[config.mk]
export PLATFORM = sky130hd
export DESIGN_NAME = minsort_ctrl
export DESIGN_NICKNAME = d
export VERILOG_FILES = /design/src/rtl/minsort_ctrl.sv
export SDC_FILE = /design/constraint.sdc
export NUM_CORES = 1
export LEC_CHECK = 0
export CAP_MARGIN = 40
export CORE_MARGIN = 5
export CORE_UTILIZATION = 50
export DETAILED_ROUTE_END_ITERATION = 10
export PLACE_DENSITY_LB_ADDON = 0.2
export SLEW_MARGIN = 20
export SYNTH_ARGS = -nofsm -noshare
export SYNTH_HDL_FRONTEND = slang
export SYNTH_SLANG_ARGS = --single-unit
[constraint.sdc]
create_clock -name Clk -period 4.6 [get_ports Clk]
set_clock_uncertainty 0.05 [all_clocks]
set_input_delay 0.69 -clock Clk [delete_from_list [all_inputs] [get_ports Clk]]
set_output_delay 0.69 -clock Clk [all_outputs]
set_load 0.01 [all_outputs]
[src/rtl/minsort_ctrl.sv]
// minsort_ctrl
//   Sequencer for an in-place ascending selection sort over the first Len
//   words of a single-port synchronous RAM. For each outer index i it scans
//   i+1..Len-1, steering an external min-address register (Load_Addr /
//   Mux_Addr -> Min_Addr), and at the end of the pass swaps Mem[i] with
//   Mem[Min_Addr] when they differ.
//
// Ports
//   Clk, Rst_n          clock (rising edge), asynchronous active-low reset
//   Start, Len          host request (sampled in IDLE) and element count
//   Busy, Done          high outside IDLE / one-cycle completion pulse
//   Mem_Addr            RAM address
//   Mem_Rd_En           RAM read strobe, Mem_Rd_Data valid the next cycle
//   Mem_Rd_Data         RAM read data
//   Mem_Wr_En           RAM write strobe, Mem_Wr_Data written at the same edge
//   Mem_Wr_Data         RAM write data
//   Load_Addr, Mux_Addr load strobe / value for the min-address register
//   Min_Addr            min-address register output
module minsort_ctrl #(
    parameter int ADDR_W = 8,
    parameter int DATA_W = 8
) (
    input  logic              Clk,
    input  logic              Rst_n,
    input  logic              Start,
    input  logic [ADDR_W:0]   Len,
    output logic              Busy,
    output logic              Done,
    output logic [ADDR_W-1:0] Mem_Addr,
    output logic              Mem_Rd_En,
    input  logic [DATA_W-1:0] Mem_Rd_Data,
    output logic              Mem_Wr_En,
    output logic [DATA_W-1:0] Mem_Wr_Data,
    output logic              Load_Addr,
    output logic [ADDR_W-1:0] Mux_Addr,
    input  logic [ADDR_W-1:0] Min_Addr
);

    typedef enum logic [3:0] {
        S_IDLE,
        S_LOAD_I,
        S_CAP_I,
        S_RD_J,
        S_CMP_J,
        S_SWAP_CHK,
        S_SWAP_W1,
        S_SWAP_W2,
        S_NEXT_I,
        S_DONE
    } state_t;

    localparam logic [ADDR_W:0] ONE     = {{ADDR_W{1'b0}}, 1'b1};
    localparam logic [ADDR_W:0] TWO     = {{(ADDR_W-1){1'b0}}, 2'b10};
    localparam logic [ADDR_W:0] LEN_MAX = {1'b1, {ADDR_W{1'b0}}};

    state_t            state;
    // i and j carry one extra bit so Len_q = 2**ADDR_W is representable
    // and the last j (2**ADDR_W-1) never wraps.
    logic [ADDR_W:0]   i;
    logic [ADDR_W:0]   j;
    logic [ADDR_W:0]   len_q;
    logic [DATA_W-1:0] min_val;
    logic [DATA_W-1:0] i_val;

    logic [ADDR_W:0]   len_clamp;
    logic [ADDR_W:0]   last_j;
    logic [ADDR_W:0]   last_i;
    logic              rd_less;

    assign len_clamp = (Len > LEN_MAX) ? LEN_MAX : Len;
    assign last_j    = len_q - ONE;
    assign last_i    = len_q - TWO;
    // Strict compare: equal values keep the earlier minimum.
    assign rd_less   = (Mem_Rd_Data < min_val);

    always_ff @(posedge Clk or negedge Rst_n) begin
        if (!Rst_n) begin
            state   <= S_IDLE;
            i       <= '0;
            j       <= '0;
            len_q   <= '0;
            min_val <= '0;
            i_val   <= '0;
        end else begin
            case (state)
                S_IDLE: begin
                    if (Start) begin
                        len_q <= len_clamp;
                        i     <= '0;
                        state <= (len_clamp < TWO) ? S_DONE : S_LOAD_I;
                    end
                end
                S_LOAD_I: begin
                    j     <= i + ONE;
                    state <= S_CAP_I;
                end
                S_CAP_I: begin
                    min_val <= Mem_Rd_Data;
                    i_val   <= Mem_Rd_Data;
                    state   <= S_RD_J;
                end
                S_RD_J: begin
                    state <= S_CMP_J;
                end
                S_CMP_J: begin
                    if (rd_less) begin
                        min_val <= Mem_Rd_Data;
                    end
                    if (j == last_j) begin
                        state <= S_SWAP_CHK;
                    end else begin
                        j     <= j + ONE;
                        state <= S_RD_J;
                    end
                end
                S_SWAP_CHK: begin
                    // Min_Addr already reflects a load issued in the final CMP_J.
                    state <= ({1'b0, Min_Addr} == i) ? S_NEXT_I : S_SWAP_W1;
                end
                S_SWAP_W1: begin
                    state <= S_SWAP_W2;
                end
                S_SWAP_W2: begin
                    state <= S_NEXT_I;
                end
                S_NEXT_I: begin
                    if (i == last_i) begin
                        state <= S_DONE;
                    end else begin
                        i     <= i + ONE;
                        state <= S_LOAD_I;
                    end
                end
                S_DONE: begin
                    state <= S_IDLE;
                end
                default: begin
                    state <= S_IDLE;
                end
            endcase
        end
    end

    // Outputs decode from the registered state; CMP_J additionally looks at
    // the read data to decide whether the min-address register loads.
    always_comb begin
        Busy        = (state != S_IDLE);
        Done        = (state == S_DONE);
        Mem_Addr    = '0;
        Mem_Rd_En   = 1'b0;
        Mem_Wr_En   = 1'b0;
        Mem_Wr_Data = '0;
        Load_Addr   = 1'b0;
        Mux_Addr    = '0;
        case (state)
            S_LOAD_I: begin
                Mem_Rd_En = 1'b1;
                Mem_Addr  = i[ADDR_W-1:0];
                Load_Addr = 1'b1;
                Mux_Addr  = i[ADDR_W-1:0];
            end
            S_RD_J: begin
                Mem_Rd_En = 1'b1;
                Mem_Addr  = j[ADDR_W-1:0];
            end
            S_CMP_J: begin
                if (rd_less) begin
                    Load_Addr = 1'b1;
                    Mux_Addr  = j[ADDR_W-1:0];
                end
            end
            S_SWAP_W1: begin
                Mem_Wr_En   = 1'b1;
                Mem_Addr    = Min_Addr;
                Mem_Wr_Data = i_val;
            end
            S_SWAP_W2: begin
                Mem_Wr_En   = 1'b1;
                Mem_Addr    = i[ADDR_W-1:0];
                Mem_Wr_Data = min_val;
            end
            default: begin
            end
        endcase
    end

endmodule

After elaboration in Yosys (flattened, before gate mapping)
Cells that the tools add are included.
{"block": "classes", "magnitude_cmp": 3, "mux": 22, "reduce_logical": 12, "n_eq_ne": 16, "add_sub_neg": 4}
{"cell": "8-bit case mux with 2 select lines", "count": 3}
{"cell": "9-bit 2-to-1 mux", "count": 4}
{"cell": "4-bit case mux with 9 select lines", "count": 1}
{"cell": "9-bit case mux with 2 select lines", "count": 2}
{"cell": "8-bit case mux with 3 select lines", "count": 1}
{"cell": "9-bit by 1-bit adder with 9-bit output (second input constant)", "count": 2}
{"cell": "9-bit equality test", "count": 2}
{"cell": "4-bit by 3-bit equality test with 1-bit output (second input constant)", "count": 4}
{"cell": "4-bit 2-to-1 mux", "count": 4}
{"cell": "8-bit 2-to-1 mux", "count": 2}
{"cell": "8-bit by 9-bit equality test with 1-bit output", "count": 1}
{"cell": "9-bit greater-than comparator (second input constant)", "count": 1}
{"cell": "9-bit by 2-bit < comparator with 1-bit output (second input constant)", "count": 1}
{"cell": "9-bit by 1-bit subtractor with 9-bit output (second input constant)", "count": 1}
{"cell": "9-bit by 2-bit subtractor with 9-bit output (second input constant)", "count": 1}
{"cell": "4-bit by 2-bit equality test with 1-bit output (second input constant)", "count": 2}
{"cell": "4-bit equality test (second input constant)", "count": 2}
{"cell": "8-bit < comparator", "count": 1}
{"cell": "2-bit inequality test (second input constant)", "count": 4}
{"cell": "2-bit AND reduction", "count": 3}
{"cell": "2-bit nonzero test", "count": 3}
{"cell": "2-bit OR reduction", "count": 3}
{"cell": "4-bit by 1-bit equality test with 1-bit output (second input constant)", "count": 1}
{"cell": "4-bit logical NOT", "count": 1}
{"cell": "other kinds (5)", "count": 7}
{"block": "totals", "output_inout_bits": 29, "register_bits": 47}

Longest topological paths before layout
{"block": "depth", "depth_word": 6, "depth_mapped": 10, "ltp_nobuf": 8}

Worst setup path before layout
OpenSTA, ideal clock, no wires.
{"block": "synth_path", "path_type": "input-to-output", "from": "input port Mem_Rd_Data[5]", "to": "output port Mux_Addr[0]", "t_arrival_ps": 2191, "n_path_buf": 0, "stages": 6, "required_ps": 3860, "setup_slack_ps": 1669, "path_cell_list": "ha_1 a21o_1 a21o_1 a211o_1 a21oi_1 a22o_1"}
{"block": "synth_via", "elab_chain_len": 3}
{"element": "start: declaration", "line": "31", "rtl": "input logic [DATA_W-1:0] Mem_Rd_Data,"}
{"element": "8-bit < comparator", "line": "74", "rtl": "assign rd_less = (Mem_Rd_Data < min_val);"}
{"element": "8-bit 2-to-1 mux", "line": "167", "rtl": "if (rd_less) begin"}
{"element": "8-bit case mux with 2 select lines", "line": "155", "rtl": "case (state)"}
{"element": "end: declaration", "line": "35", "rtl": "output logic [ADDR_W-1:0] Mux_Addr,"}
No other way between the ends.

Final worst setup path
{"block": "layout_path", "from": "register state[0]", "to": "output port Mux_Addr[5]"}
{"block": "layout_via", "elab_chain_len": 2, "elab_cells_between_ends": 3, "classes_between": "eq/ne: 2; mux: 1"}
{"element": "start: declaration", "line": "56", "rtl": "state_t state;"}
{"element": "start signal: assignment", "line": "90", "rtl": "state <= (len_clamp < TWO) ? S_DONE : S_LOAD_I;"}
{"element": "start signal: assignment", "line": "118", "rtl": "state <= ({1'b0, Min_Addr} == i) ? S_NEXT_I : S_SWAP_W1;"}
{"element": "4-bit by 3-bit equality test with 1-bit output / 4-bit by 1-bit equality test with 1-bit output (equally long branches)", "line": "155"}
{"element": "8-bit case mux with 2 select lines (*)", "line": "155"}
Every way passes the cells marked *; elsewhere a longest branch is shown, timed or not.

==> impl_metrics.json <==
{
  "cts-resized-gates": 0,
  "final_max_slew_viol_count": 0,
  "first_global_vias": 3220,
  "rows": 30,
  "port_buffers": 56,
  "dp_hpwl_microns": 7180,
  "grt_overflow": 0,
  "gp_congestion": 0.895,
  "cts.path.max_buffers": 2,
  "fin_nets": 474,
  "via_per_inst": 6.07,
  "final_common_cell": "clkdlybuf4s50_1",
  "placed_cells": 523,
  "finalCritPeriodShare_pct": 84.2,
  "vias": 3229,
  "stdcell_count": 532,
  "drt-pass1-iter-count": 7,
  "cts_buffers": 5,
  "cpMaxStageDelayCell": "or4b_1",
  "synth_top_cells_by_area": "dfrtp_1, xnor2_1, ha_1",
  "cap_violations": 0,
  "p_per_area_nw_per_um2": 668,
  "ys_ff_latch": 47,
  "postSynth.asyncResetShare_pct": 100,
  "cts.htree.levels": 2,
  "area_growth_pct": 19.1,
  "critPathMaxStageDelay_ns": 0.74,
  "cp-startpoint": "state[0]",
  "rsz0062_at_grt": "no",
  "holdBufCountCts": 0,
  "wl_per_cell_microns": 18.5,
  "insertion_delay_ns": 0.30,
  "crit_path_cell_trace": "buf_4 -> or4b_1 -> a211o_1 -> a21oi_1 -> buf_4 -> a22o_1 -> clkdlybuf4s50_1",
  "r2r-start": "state[0]",
  "synth_top_cell_by_area": "dfrtp_1",
  "drc_errors": 0,
  "cp_max_fo": 13,
  "p_leak_uw": 0.00180,
  "synth_cells": 401,
  "postCtsSetupBuffers": 0,
  "synth.avg_cell_area_sq_um": 8.95,
  "synth-seq-area-share_pct": 32.8,
  "dieArea_sq_um": 8970,
  "cts_tree": "yes",
  "wl_microns": 9840,
  "synth.top_cell.area_share_pct": 32.8,
  "synth_edf_count": 0,
  "path_clk_slew_ns": 0.09,
  "ios": 57,
  "yosys_warnings": 0,
  "initial_utilization_pct": 52.0,
  "antenna_found_initial": 0,
  "end_kind": "primary output",
  "finalCriticalPeriod_ns": 3.87,
  "status": "complete, no violations",
  "grt_max_degree": 48,
  "cp-start-kind": "flip-flop",
  "synthFlopType": "dfrtp_1",
  "cts_root_buf": "clkbuf_8",
  "worstHoldPathType": "in2async",
  "postRouteAntennaNets": 0,
  "die_x_microns": 94.7,
  "cts_num_sinks": 47,
  "setup_violations": 0,
  "setup_tns_ns": 0,
  "coreArea_sq_um": 6910,
  "ir_worst_vdd_mv": 0.329,
  "critical_path_class": "reg2out",
  "cp_data_arrival_time_ns": 3.13,
  "grt_pass1_wl_microns": 16400,
  "grt_use_total_pct": 23.2,
  "fmax_ghz": 0.258,
  "final_cell_mix": "clkdlybuf4s50_1, dfrtp_1, inv_1",
  "first_iter_violations": 270,
  "ys_types": 63,
  "syn-cell-area_sq_um": 3590,
  "finalHoldViolCount": 0,
  "crit_path_frequent_cell": "buf_4",
  "syn_nets": 440,
  "dieHeight_microns": 94.7,
  "relSlewSlack_pct": 58.2,
  "critPathRequiredTime_ns": 3.86,
  "n_antenna_cell": 0,
  "tightest_slew_ns": 0.627,
  "drive_above_1_share_pct": 10.1
}
## stage by stage
stage | utilization [%] | area [sq um] | power, uW | setup WS, ns | hold WS, ns
floorplan | - | 3590 | 2080 | 1.67 | 0.344
global route | 61.9 | 4270 | 3080 | 0.572 | 0.478
global placement | 60.3 | 4170 | 2520 | 0.819 | 0.439
finish | 61.9 | 4270 | 2850 | 0.726 | 0.423
detailed placement | 60.3 | 4170 | 2560 | 0.771 | 0.449
CTS | 61.8 | 4270 | 2850 | 0.734 | 0.455
## layer usage
layer	vias to the layer above	track usage, %	routed length (microns)
met1	1569	31.7	4390
met5	-	0	0
li1	1527	-	-
met3	16	3.35	552
met4	0	6.73	180
met2	117	38.1	4720
## flip-flops by register name, indices dropped and copies added (netlist names)
name	count
state	4
min_val	8
i_val	8
i	9
j	9
len_q	9
## worst max-delay path: cells and delay by family, from the launching register on
family          cells  cell delay [ns]
buf+inv             3             0.98
simple gates        1             0.74
compound gates      3             0.64
flops               1             0.46
## Yosys cell counts (3+ instances only)
master,n
nand2b_1,15
nor4_1,8
a222oi_1,8
a211oi_1,3
a21o_1,6
buf_2,6
inv_1,30
nand2_1,21
mux2_4,8
a31oi_1,3
and3_1,6
nor2b_1,5
o21ai_0,18
xor2_1,9
ha_1,11
nor3_1,10
clkbuf_1,26
mux2i_1,9
mux2_2,9
a32oi_1,5
nor2_1,13
or3_1,5
nand3_1,14
o221a_2,5
a22o_1,8
a21oi_1,15
o211a_1,3
o211ai_1,3
nand4_1,3
dfrtp_1,47
xnor2_1,27
## power breakdown
part,switching [uW],internal [uW],leakage (uW)
combinational,768,845,0.00116
sequential,362,597,0.000586
clock,144,138,0.0000515
## logic make-up after synthesis
logic type	after synthesis	synth area share, %
muxes	26	8.68
DFF	47	32.8
xor gates and xnor gates	36	8.79
and+or+nand+nor	119	18.8
buffers and inverters	65	7.22
AOI/OAI and AO/OA	97	19.9
adders and majority gates	11	3.84
## cell type report
type                            instances  area [sq um]
Fill cell                             611          2630
Multi-Input combinational cell        289          2160
Sequential cell                        47          1180
Timing Repair Buffer                   62           601
Tap cell                               96           120
Inverter                               30           113
Clock buffer                            8           100
## path summary, 6_finish.rpt
kind	to	slack, ns	cells after the start
hold reg to reg	i_val[0]	0.47	1
setup / recovery	Mux_Addr[5]	0.73	7
min in group Clk	i_val[0]	0.47	1
max in group asynchronous	j[7]	3.64	2
hold / removal	state[3]	0.42	2
setup reg to reg	min_val[0]	1.75	6
Power figures use the tool's default switching activity.
